**config.mk**
```make
export PLATFORM = sky130hd
export DESIGN_NAME = mem_access_unit
export DESIGN_NICKNAME = d
export VERILOG_FILES = /design/src/rtl/mem_access_unit.sv
export SDC_FILE = /design/constraint.sdc
export NUM_CORES = 1
export LEC_CHECK = 0
export ABC_AREA = 1
export ABC_CLOCK_PERIOD_IN_PS = 1800
export CAP_MARGIN = 20
export CORE_AREA = 2 2 151 109
export DETAILED_ROUTE_END_ITERATION = 8
export DIE_AREA = 0 0 153 111
export GPL_TIMING_DRIVEN = 1
export PLACE_DENSITY = 0.59
export RECOVER_POWER = 50
export SLEW_MARGIN = 20
export SYNTH_ARGS = -nofsm -noshare
export SYNTH_HDL_FRONTEND = slang
export SYNTH_SLANG_ARGS = --single-unit
```
**constraint.sdc**
```tcl
create_clock -name clk -period 1.8 [get_ports clk]
set_input_delay 0.54 -clock clk [delete_from_list [all_inputs] [get_ports clk]]
set_output_delay 0.54 -clock clk [all_outputs]
set_load 0.1 [all_outputs]
```
**src/rtl/mem_access_unit.sv**
```systemverilog
// M-stage data-memory access unit: one load/store per instruction over a req/ack bus.
// Define MEM_ALIGN_EXC_EN to trap misaligned word/half accesses instead of issuing them.
module mem_access_unit #(
    parameter int ADDR_W = 32
) (
    input  logic              clk,
    input  logic              reset,
    input  logic              req_valid,
    input  logic              req_we,
    input  logic [1:0]        req_type,
    input  logic [ADDR_W-1:0] req_addr,
    input  logic [31:0]       req_wdata,
    output logic              stall,
    output logic              m_valid,
    output logic [31:0]       m_mout,
    output logic [1:0]        m_addr10,
    output logic [1:0]        m_mem2reg,
    output logic              bus_req,
    output logic              bus_we,
    output logic [ADDR_W-1:0] bus_addr,
    output logic [3:0]        bus_be,
    output logic [31:0]       bus_wdata,
    input  logic              bus_ack,
    input  logic [31:0]       bus_rdata,
    output logic              exc_adel,
    output logic              exc_ades
);

    localparam logic [1:0] S_IDLE = 2'b00;
    localparam logic [1:0] S_BUS  = 2'b01;
    localparam logic [1:0] S_DONE = 2'b10;

    localparam logic [1:0] T_WORD = 2'b01;
    localparam logic [1:0] T_HALF = 2'b10;
    localparam logic [1:0] T_BYTE = 2'b11;

    logic [1:0]        state_q, state_d;
    logic              we_q, we_d;
    logic [1:0]        type_q, type_d;
    logic [1:0]        addr10_q, addr10_d;
    logic [ADDR_W-1:0] baddr_q, baddr_d;
    logic [3:0]        be_q, be_d;
    logic [31:0]       wdata_q, wdata_d;
    logic [31:0]       mout_q, mout_d;
    logic              exc_q, exc_d;

    logic              req_act;
    logic [3:0]        be_calc;
    logic [31:0]       wdata_calc;
    logic              misalign;

    assign req_act = req_valid && (req_type != 2'b00);

    always_comb begin
        be_calc    = 4'b0000;
        wdata_calc = req_wdata;
        unique case (req_type)
            T_WORD: begin
                be_calc    = 4'b1111;
                wdata_calc = req_wdata;
            end
            T_HALF: begin
                be_calc    = req_addr[1] ? 4'b1100 : 4'b0011;
                wdata_calc = {2{req_wdata[15:0]}};
            end
            T_BYTE: begin
                be_calc    = 4'b0001 << req_addr[1:0];
                wdata_calc = {4{req_wdata[7:0]}};
            end
            default: begin
                be_calc    = 4'b0000;
                wdata_calc = req_wdata;
            end
        endcase
    end

`ifdef MEM_ALIGN_EXC_EN
    always_comb begin
        misalign = 1'b0;
        if (req_type == T_WORD)
            misalign = (req_addr[1:0] != 2'b00);
        else if (req_type == T_HALF)
            misalign = req_addr[0];
    end
`else
    assign misalign = 1'b0;
`endif

    always_comb begin
        state_d  = state_q;
        we_d     = we_q;
        type_d   = type_q;
        addr10_d = addr10_q;
        baddr_d  = baddr_q;
        be_d     = be_q;
        wdata_d  = wdata_q;
        mout_d   = mout_q;
        exc_d    = exc_q;
        unique case (state_q)
            S_IDLE: begin
                if (req_act) begin
                    we_d     = req_we;
                    type_d   = req_type;
                    addr10_d = req_addr[1:0];
                    baddr_d  = {req_addr[ADDR_W-1:2], 2'b00};
                    be_d     = be_calc;
                    wdata_d  = wdata_calc;
                    mout_d   = 32'h0;
                    exc_d    = misalign;
                    state_d  = misalign ? S_DONE : S_BUS;
                end
            end
            S_BUS: begin
                if (bus_ack) begin
                    if (!we_q)
                        mout_d = bus_rdata;
                    state_d = S_DONE;
                end
            end
            S_DONE: begin
                exc_d   = 1'b0;
                state_d = S_IDLE;
            end
            default: begin
                state_d = S_IDLE;
            end
        endcase
    end

    always_ff @(posedge clk) begin
        if (reset) begin
            state_q  <= S_IDLE;
            we_q     <= 1'b0;
            type_q   <= 2'b00;
            addr10_q <= 2'b00;
            baddr_q  <= '0;
            be_q     <= 4'b0000;
            wdata_q  <= 32'h0;
            mout_q   <= 32'h0;
            exc_q    <= 1'b0;
        end else begin
            state_q  <= state_d;
            we_q     <= we_d;
            type_q   <= type_d;
            addr10_q <= addr10_d;
            baddr_q  <= baddr_d;
            be_q     <= be_d;
            wdata_q  <= wdata_d;
            mout_q   <= mout_d;
            exc_q    <= exc_d;
        end
    end

    // The pipeline is released on the DONE cycle so it advances with m_valid.
    assign stall     = req_act && (state_q != S_DONE);
    assign m_valid   = (state_q == S_DONE) && !exc_q;
    assign m_mout    = mout_q;
    assign m_addr10  = addr10_q;
    assign m_mem2reg = type_q;
    assign bus_req   = (state_q == S_BUS);
    assign bus_we    = (state_q == S_BUS) && we_q;
    assign bus_addr  = baddr_q;
    assign bus_be    = be_q;
    assign bus_wdata = wdata_q;

`ifdef MEM_ALIGN_EXC_EN
    assign exc_adel = (state_q == S_DONE) && exc_q && !we_q;
    assign exc_ades = (state_q == S_DONE) && exc_q && we_q;
`else
    assign exc_adel = 1'b0;
    assign exc_ades = 1'b0;
`endif

endmodule

```
Yosys cells after proc, flatten, opt, wreduce, memory -nomap -nowiden --
Cells that the tools add are included.
Word-level totals: flip-flop bits (word level) 106, output and inout port bits 110, logic and storage cells 44
Operators by class: shifts and indexed selects 1, reductions and logical operators 13, eq/ne operators 9, muxes and demuxes 12
Operator list (number):
- case mux 32 bit (2 select lines) | 2
- 2-to-1 mux 32 bit | 3
- case mux 4 bit (3 select lines) | 1
- == test 2 bit (second input constant) | 3
- != test 2 bit (second input constant) | 3
- AND reduction 2 bit | 3
- nonzero test 2 bit | 3
- == test 2 x 1 -> 1 bit (second input constant) | 2
- logical AND 1 bit | 4
- 2-to-1 mux 2 bit | 2
- 2-to-1 mux 4 bit | 1
- case mux 2 bit (2 select lines) | 1
- AND reduction 4 bit | 1
- << shifter 1 x 2 -> 4 bit (first input constant) | 1
- zero test 2 bit | 1
- != test 2 x 1 -> 1 bit (second input constant) | 1
- case mux 1 bit (2 select lines) | 1
- zero test 1 bit | 1
- 2-to-1 mux 1 bit | 1

Depth between registers and ports, before layout --
Gate-level depths: netlist (run 1).
word-level depth 4, mapped depth 8

Worst setup path before layout (run 1) --
OpenSTA, ideal clock, no wires.
path type reg-to-output, start point register state_q[1], end point output port stall, cell stages (with the launch flop) 4, arrival 2.726 ns, data required time 1.260 ns, slack -1.466 ns, path buffers 0, path through dfxtp_1 inv_1 nor2_1 nor2_1
Between the ends: word-level cells in the longest chain between the ends 2
RTL lines:
- from (decl) | RTL line 37 | logic [1:0] state_q, state_d;
- from (signal assigned) | RTL line 142 | state_q <= state_d;
- != test 2 bit | RTL line 155 | assign stall = req_act && (state_q != S_DONE);
- logical AND 1 bit | RTL line 155
- to (decl) | RTL line 13 | output logic stall,
Every way passes these cells.

Worst setup path in the final report (run 1) --
start point input port req_type[0], end point output port stall
Between the ends: word-level cells in the longest chain between the ends 3
RTL lines:
- from (decl) | RTL line 10 | input logic [1:0] req_type,
- nonzero test 2 bit | RTL line 52 | assign req_act = req_valid && (req_type != 2'b00);
- logical AND 1 bit | RTL line 52
- logical AND 1 bit | RTL line 155
Every way passes these cells.

==> parameters.txt, run 1 <==
Parameter                              Value

Setup path
  Worst-case register-to-register setup slack    0.31 ns
  Endpoint of the worst register-to-register path    bus_wdata[16]
  Number of buffer and inverter instances along the worst setup path    2
  Chain of cells forming the critical path    clkdlybuf4s15_1, o21ai_4, nor2_4, buf_12
  Kind of cell with the highest combined delay on the critical path    buffers and inverters
  CP peak stage delay    0.22 ns
  Path type of the worst setup path    in2out
  R2R depth    5
  Critical path required time    1.26 ns
  Maximum net fanout on the critical path    2
  Crit end category    output port
  WP data arrival    1.20 ns
  Reg-to-reg critical path startpoint    state_q[1]
  First element of the critical path    req_type[0]
  CP Depth    4
  Slowest CP cell    sky130_fd_sc_hd__clkdlybuf4s15_1
  Critical Path Start Type    primary input
  Worst setup path end    stall

Global routing
  Antenna violations before repair    0
  Total routing resource utilization after global routing    18.0%
  Total global routing overflow    0
  First-pass GRT wire length    24200 um
  Largest net degree at the start of global routing    58
  Vias in the first global route    4483

Cells and area
  Core occupancy in the finished layout    49.3%
  Share of layout cells above drive strength 1    19.2%
  Fillcell total    1566
  Storage cell area    2110 um^2
  # diodes    0
  Footprint of the multi-input gates    2000 um^2
  Growth of design area from synthesis to finish    70.8%
  Number of nets in the layout    985

Drt
  Number of DRC markers after the initial detailed-route iteration    188
  Final antenna-violating net count    0
  Total length of routed wires    15200 um
  DRT Pass-1 Iters    4
  Vias per Instance    4.39
  Via count    4788
  Per-cell routed wire length    14.0 um
  Drt drc    0

Power
  Final Power    7.58 mW
  Leakage power total    3.48 nW
  Total power per unit cell area    975 nW/um^2
  Peak VDD IR    0.411 mV

Yosys
  Mean instance size in the synthesized netlist    6.70 um^2
  Synth top area share    46.2%
  Post-synthesis async set-or-reset flop share    0%
  Number of warning messages in the yosys log    0
  Distinct cells, synth    20
  Number of enable-type register cells in the synthesized netlist    0
  Most used DFF post-synth    sky130_fd_sc_hd__dfxtp_1
  Leading cell types by total area after synthesis    sky130_fd_sc_hd__dfxtp_1, sky130_fd_sc_hd__nand2_1, sky130_fd_sc_hd__a21oi_1
  Top cell type by total area after synthesis    sky130_fd_sc_hd__dfxtp_1
  Most instantiated library cell after synthesis    sky130_fd_sc_hd__nand2_1
  Synthesized instance count    680
  Number of synthesized register bits    105
  Top post-synthesis cells by count    sky130_fd_sc_hd__nand2_1, sky130_fd_sc_hd__dfxtp_1, sky130_fd_sc_hd__a21oi_1
  Sequential cell area fraction in the yosys report    46.2%
  Post-Syn Area    4550 um^2

Run status
  Result of the run    finished clean

Floorplanning
  Starting density of the core    28.9%
  Top-level I/O count    213
  Placeable core area    15800 um^2
  Vertical extent of the die    111 um
  Die width    153 um
  Die Footprint    17000 um^2
  Number of rows created at floorplan    39

Clock tree
  Insertion delay to the later sink of the worst-skew pair    0.35 ns
  Clk root buf    sky130_fd_sc_hd__clkbuf_16
  Number of buffers created by CTS    9
  H-Tree Level Count    3
  CTS Buffer Depth    2
  CTS Hold Bufs    0
  Clock edge transition at the registers on the reported setup and hold paths    0.07 ns
  TritonCTS clock tree    done
  CTS sink cnt    105

Timing
  Final Skew    0.00691 ns
  Final Hold Viols    0
  Number of slew-limit violations in the final report    0
  Count of final setup violators    0
  Setup repair after global routing missed its margin    false
  Shortest clock period the worst path allows after layout    1.74 ns
  Fmax    0.575 GHz
  Part of the cycle the worst path needs    96.7%

Worst hold path
  Worst hold path type    reg2reg

Placement
  Post-DP HPWL    10700 um
  # port buffers    208
  Routability congestion estimate    0.760

Flow run
  Number of maximum-capacitance constraint violations    0
sequential cells by signal, indices dropped and copies added, names as in the netlist:
signal	count
m_addr10	2
bus_wdata	32
m_mout	32
state_q	2
bus_be	4
m_mem2reg	2
bus_addr	30
we_q	1
worst min-delay path by stage:
stage	start	end	slack, ns	depth (start not counted)
finish	bus_addr[30]	bus_addr[30]	0.46	2
detailed placement	bus_addr[27]	bus_addr[27]	0.49	2
CTS	bus_addr[10]	bus_addr[10]	0.50	2
global placement	bus_addr[26]	bus_addr[26]	0.49	2
floorplan	we_q	we_q	0.51	2
global route	bus_wdata[4]	bus_wdata[4]	0.48	2
timing repair:
item,in CTS,in global routing
gates resized for setup,5,4
pin swaps,2,3
buffers inserted,1,0
gates cloned,0,0
setup endpoints to repair,2,2
hold endpoints to repair,0,0
routing by layer:
metal	track usage, %	wire length [um]
met5	0	0
met4	4.57	167
met3	7.47	1260
met2	26.5	6420
met1	24.4	7380
placed cells by master (no fill, tap or decap), drive strengths merged:
cell	instances
nand2	262
buf	123
dfxtp	105
clkdlybuf4s50	98
a21oi	76
inv	74
nor2	50
nand4	32
clkbuf	22
o21ai	21
nand3	11
conb	4
clkinv	3
clkinvlp	2
clkdlybuf4s15	2
nor3	1
tightest hold or removal path: cells and delay by family, from the launching register on:
| kind | cells | cell delay [ns] |
|---|---|---|
| AO/OA/AOI/OAI | 1 | 0.05 |
| AND/OR/NAND/NOR | 1 | 0.06 |
| flip-flops | 1 | 0.31 |
cell families after synthesis:
| logic type | share of synthesized area, % |
|---|---|
| and+or+nand+nor | 31.9 |
| buffers and inverters | 11.0 |
| DFF | 46.2 |
| AOI/OAI and AO/OA | 10.8 |
| other | 0.0823 |
through the flow:
stage	hold slack (ns)	cell area (um^2)	std cells	worst slack (ns)	setup TNS [ns]
6_report	0.461	7780	1091	0.0599	0
5_1_grt	0.476	7780	1091	0.00855	0
4_1_cts	0.503	8350	1091	0.00364	0
3_5_place_dp	0.492	8050	1075	-0.334	-25.66
3_3_place_gp	0.489	8050	1075	-0.342	-24.38
2_1_floorplan	0.514	4600	683	0.00553	0
power by group:
group	total, mW	switching [mW]	internal (mW)	leakage [nW]
Sequential	2.67	0.158	2.51	0.865
Clock	1.91	0.904	1.01	0.134
Combinational	3.00	2.03	0.970	2.48
layout make-up:
class / instances / area share (%)
flip-flops and latches: 105 / 27.1
clock buffers: 11 / 3.25
inverters: 75 / 3.62
clock inverters: 4 / 0.370
multi-input cells: 457 / 25.7
well taps: 205 / 3.30
repair buffers: 234 / 36.7
Power figures use the tool's default switching activity.
==> run 2, diff against run 1 <==
Settings changed: CTS_CLUSTER_SIZE set to 24.
==> results of run 2 <==
Same layout as run 1: the final DEF is identical, and so are final timing and power.
